### src/rtl/fifo_pkg.sv
// Shared definitions for the asynchronous FIFO pointer controllers
// (write-side full/count block and read-side empty/count block).
package fifo_pkg;

    localparam int DEFAULT_ADDRSIZE = 8;

    // Pointers are ADDRSIZE+1 bits: the extra MSB tells a full FIFO from an empty one.
    // Packages cannot take parameters, so this is the default-width pointer type;
    // controllers declare their own instance-width type with the same shape.
    typedef logic [DEFAULT_ADDRSIZE:0] ptr_t;

    // Wide carrier so bin2gray serves any pointer width up to 32 bits.
    // Zero-extension does not change the low-order Gray bits, so callers
    // simply truncate the result back to their own width.
    localparam int PTR_WIDE_W = 32;
    typedef logic [PTR_WIDE_W-1:0] ptr_wide_t;

    function automatic ptr_wide_t bin2gray(input ptr_wide_t b);
        return b ^ (b >> 1);
    endfunction

endpackage

### src/rtl/gray2bin.sv
// Gray-to-binary converter, purely combinational.
// Each binary bit is the XOR of all Gray bits from the MSB down to its position.
module gray2bin #(
    parameter int WIDTH = 4
) (
    input  logic [WIDTH-1:0] gray,
    output logic [WIDTH-1:0] bin
);

    for (genvar i = 0; i < WIDTH; i++) begin : g_bit
        // Prefix XOR from the MSB down to bit i
        assign bin[i] = ^gray[WIDTH-1:i];
    end

endmodule

### src/rtl/wptr_full_ctrl.sv
// Write-side pointer and status controller for the asynchronous FIFO.
// Keeps the binary/Gray write pointers and derives full, fill level,
// almost-full and a sticky overflow flag from the synchronised read pointer.
// Status is pessimistic: wq2_rptr lags real reads, so fill may be overstated
// but never understated.
module wptr_full_ctrl
    import fifo_pkg::*;
#(
    parameter int ADDRSIZE = DEFAULT_ADDRSIZE
) (
    input  logic                wclk,
    input  logic                wrst_n,
    input  logic                winc,
    input  logic [ADDRSIZE:0]   wq2_rptr,
    input  logic [ADDRSIZE:0]   wafull_thresh,
    input  logic                wovf_clr,
    output logic [ADDRSIZE-1:0] waddr,
    output logic [ADDRSIZE:0]   wptr,
    output logic                wfull,
    output logic                wafull,
    output logic [ADDRSIZE:0]   wcount,
    output logic                woverflow
);

    localparam int PW = ADDRSIZE + 1;

    typedef logic [ADDRSIZE:0] wptr_t;

    wptr_t wbin;
    wptr_t wbinnext;
    wptr_t wgraynext;
    wptr_t rbin;
    wptr_t wcount_next;
    logic  winc_ok;
    logic  wfull_val;
    logic  wafull_val;

    gray2bin #(
        .WIDTH (PW)
    ) u_rptr_g2b (
        .gray (wq2_rptr),
        .bin  (rbin)
    );

    // A write is accepted only while the registered full flag is low; a
    // rejected write leaves the pointers untouched.
    assign winc_ok   = winc & ~wfull;
    assign wbinnext  = wbin + wptr_t'(winc_ok);
    assign wgraynext = wptr_t'(bin2gray(ptr_wide_t'(wbinnext)));

    // Modulo subtraction stays correct across pointer wrap-around.
    assign wcount_next = wbinnext - rbin;

    // Full when the next write pointer is exactly one lap ahead of the read
    // pointer: in Gray code that means the top two bits differ, the rest match.
    assign wfull_val  = (wgraynext == {~wq2_rptr[ADDRSIZE:ADDRSIZE-1], wq2_rptr[ADDRSIZE-2:0]});
    assign wafull_val = (wcount_next >= wafull_thresh);

    assign waddr = wbin[ADDRSIZE-1:0];

    // Pointer and status registers, all updated together so flags track the pointer with no lag
    always_ff @(posedge wclk or negedge wrst_n) begin
        if (!wrst_n) begin
            wbin   <= '0;
            wptr   <= '0;
            wcount <= '0;
            wfull  <= 1'b0;
            wafull <= 1'b0;
        end else begin
            wbin   <= wbinnext;
            wptr   <= wgraynext;
            wcount <= wcount_next;
            wfull  <= wfull_val;
            wafull <= wafull_val;
        end
    end

    // Sticky overflow: a write attempt while full wins over a clear in the same cycle
    always_ff @(posedge wclk or negedge wrst_n) begin
        if (!wrst_n) begin
            woverflow <= 1'b0;
        end else if (winc && wfull) begin
            woverflow <= 1'b1;
        end else if (wovf_clr) begin
            woverflow <= 1'b0;
        end
    end

endmodule

### config.mk
export PLATFORM = sky130hd
export DESIGN_NAME = wptr_full_ctrl
export DESIGN_NICKNAME = d
export VERILOG_FILES = /design/src/rtl/fifo_pkg.sv /design/src/rtl/gray2bin.sv /design/src/rtl/wptr_full_ctrl.sv
export SDC_FILE = /design/constraint.sdc
export NUM_CORES = 1
export LEC_CHECK = 0
export CAP_MARGIN = 20
export CORE_ASPECT_RATIO = 1.5
export CORE_MARGIN = 2
export CORE_UTILIZATION = 40
export DETAILED_ROUTE_END_ITERATION = 12
export GPL_TIMING_DRIVEN = 0
export HOLD_SLACK_MARGIN = 0.15
export PLACE_DENSITY = 0.76
export REMOVE_ABC_BUFFERS = 1
export SETUP_SLACK_MARGIN = 0.4
export SYNTH_ARGS = -nofsm -noshare
export SYNTH_HDL_FRONTEND = slang
export SYNTH_SLANG_ARGS = --single-unit
### constraint.sdc
create_clock -name wclk -period 5.6 [get_ports wclk]
set_input_delay 1.12 -clock wclk [delete_from_list [all_inputs] [get_ports wclk]]
set_output_delay 1.12 -clock wclk [all_outputs]
set_load 0.01 [all_outputs]
==> results.ini <==
[run_status]
status = complete, no violations

[yosys]
yosysWarnings = 0
yosys.area_share.simple_pct = 9.367
synthAdderAreaFrac_pct = 12.86
yosysSeqAreaShare_pct = 38.26
ys_types = 31
synthTopCellsByArea = dfrtp_1 (38%), xnor2_1 (15%), ha_1 (11%), xor2_1 (5.1%), inv_1 (3.8%)
synth_top_family_by_area = XOR/XNOR gates
synth_compound_area_share_pct = 10.29
syn_inst = 184
synthesis.area_sq_mm = 0.001897
synth_top_area_share_pct = 38.26
synth_seq_cells = 29
synth_area_leader_cell = dfrtp_1
avgSynthCellArea_sq_um = 10.31
synth_mux_area_share_pct = 0
synth_xor_xnor_area_share_pct = 24.47

[final_layout]
drive_gt1_share_pct = 9.756
layout_commonest_cell = clkdlybuf4s50_1
diodes = 0
syn2layout_area_growth_pct = 40.30
nets = 285
final_cell_mix = clkdlybuf4s50_1 (47), xnor2_1 (31), dfrtp_1 (29), inv_1 (19), ha_1 (16)
design_area_sq_mm = 0.002661

[cts]
numCtsBuffers = 5
cts.sinks = 29
cts_root_buf = clkbuf_8
htree_levels = 2
clock_latency_ns = 0.28
cts.path.max_buffers = 2
cts_tree = done
cts.clk_slew.worst_paths_ns = 0.07

[worst_setup_path]
start_kind = input port
cp_max_fo = 5
worstPathRequired_ns = 5.76
end_kind = flop
path_class = in -> reg
timing.rr.start = wfull$_DFF_PN0_
startpoint = wq2_rptr[5]
worstPathArrival_ns = 5.02

[global_route]
grt_max_degree = 17
grt_pass1_wl_um = 6196
antenna_found_initial = 0
grt-ovfl-total = 0
track_usage_pct = 15.61
grt_pass1_vias = 1424

[sta]
setup-tns-final_ns = 0
period_needed_ns = 4.861
finalSetupViolations = 0
drv_slew = 0
worst_pin_slew_ns = 0.7581
hold_viol = 0
timing.final.crit_share_pct = 86.80
max-slew-margin-rel_pct = 49.30
hold_ws_ns = 0.5102
timing.fmax_mhz = 205.7
clock_skew_ns = 0.003404
rsz0062_at_grt = false

[die]
core_sq_mm = 0.004542
io_pins = 51
start_util_pct = 41.76
rows = 30
dieArea_sq_mm = 0.005320
fp.dieH_um = 88.34
die_x_um = 60.23

[pwr]
p_per_area_mw_per_mm2 = 582.4
irDropWorstVdd_mv = 0.2760
leakage_nw = 1.229

[drt]
totalWireLength_um = 3840
drt-pass1-iter-count = 4
viasPerCell = 4.674
drc = 0
drtIter0Drc = 26
num_vias = 1449
ant_nets = 0
wire_per_inst_um = 12.39

[place]
hpwl_um = 2980
port_buffers = 50
place_area_sq_mm = 0.002486
routabilityCongestion = 0.7706

[worst_hold_path]
hp-start = wfull$_DFF_PN0_
hp-class = reg -> reg

[job]
maxCapViolCount = 0

[where the power goes]
group	total, mW	internal, mW	switching (mW)
logic	1.01	0.532	0.482
registers	0.366	0.303	0.0626
clock network	0.170	0.0860	0.0841
total	1.55	0.921	0.629
[registers in the layout (all words and copies together) (netlist names)]
register	count
wbin	9
wcount	9
wptr	8
wafull	1
wfull	1
woverflow	1
[layout make-up]
| class | instances | area [sq um] |
|---|---|---|
| Fill cell | 398 | 1881 |
| Multi-Input combinational cell | 132 | 1114 |
| Sequential cell | 29 | 725.7 |
| Timing Repair Buffer | 58 | 588.1 |
| Tap cell | 64 | 80.08 |
| Clock buffer | 6 | 72.57 |
| Inverter | 19 | 71.32 |
| Clock inverter | 2 | 10.01 |
[cells in the mapped netlist]
| cell type | number |
|---|---|
| nand4_1 | 2 |
| xnor3_1 | 1 |
| xnor2_2 | 1 |
| xor2_1 | 11 |
| nor2_1 | 7 |
| o211ai_1 | 1 |
| or2_2 | 1 |
| fa_1 | 1 |
| a211oi_1 | 1 |
| buf_2 | 3 |
| dfrtp_1 | 29 |
| clkbuf_1 | 1 |
| nand2b_1 | 1 |
| nor3_1 | 5 |
| a31oi_1 | 1 |
| xor3_2 | 1 |
| xnor3_2 | 1 |
| xnor2_1 | 32 |
| o31ai_2 | 1 |
| and4_1 | 1 |
| a21oi_1 | 10 |
| maj3_2 | 1 |
| nor2b_1 | 3 |
| a31oi_4 | 1 |
| nand2_1 | 13 |
| o21ai_0 | 4 |
| nand3_1 | 5 |
| ha_1 | 17 |
| a21o_1 | 7 |
| inv_1 | 19 |
| o221ai_1 | 2 |
[cell families after synthesis]
kind of cell               Yosys count
and+or+nand+nor                     38
buffers and inverters               23
adders and majority gates           19
xor gates and xnor gates            47
DFF                                 29
AOI/OAI and AO/OA                   28
[per-stage QoR]
step | std cells | power, mW | setup slack [ns] | utilization, %
after global placement | 294 | 1.330 | 0.06629 | 54.13
after global routing | 310 | 1.694 | 0.4792 | 58.60
final | 310 | 1.550 | 0.7389 | 58.60
after floorplan | 180 | 1.033 | 0.9113 | -
after detailed placement | 295 | 1.351 | 0.04777 | 54.74
after CTS | 303 | 1.538 | 0.4202 | 56.97
[metal layers]
| layer | share of wire (%) | wire length [um] | global-route usage (%) |
|---|---|---|---|
| met1 | 40 | 1522 | 17.31 |
| met2 | 55 | 2111 | 28.46 |
| met3 | 3.3 | 125 | 2.632 |
| met4 | 2.1 | 80 | 6.667 |
| met5 | 0 | 0 | 0 |
[worst max-delay path: stages]
cell and delay [ns]:
clkdlybuf4s50_1 0.53, xnor3_2 0.51, xnor2_4 0.29, xnor2_4 0.17, xor2_1 0.17, ha_2 0.20
inv_1 0.04, a21o_1 0.17, maj3_2 0.36, a31oi_4 0.19, nor2b_1 0.07, o31ai_2 0.28
xnor2_1 0.18, ha_1 0.26, or2_2 0.27, a21oi_1 0.14, a21oi_1 0.06
[final timing paths]
kind | end | slack, ns | cells after the start
setup / recovery | wafull$_DFF_PN0_ | 0.74 | 17
max in group asynchronous | wcount[1]$_DFF_PN0_ | 3.78 | 2
hold / removal | woverflow$_DFFE_PN0P_ | 0.51 | 2
min in group asynchronous | wptr[5]$_DFF_PN0_ | 1.28 | 1
setup reg to reg | wafull$_DFF_PN0_ | 1.84 | 15
hold reg to reg | woverflow$_DFFE_PN0P_ | 0.51 | 2
[what timing repair did]
| item | CTS | global route |
|---|---|---|
| gates resized for setup | 2 | 5 |
| buffers inserted | 0 | 7 |
| setup endpoints to repair | 1 | 1 |
| hold endpoints to repair | 0 | 0 |
| pin swaps | 0 | 7 |
| hold buffers | 0 | 0 |
(Power assumes the default switching activity.)
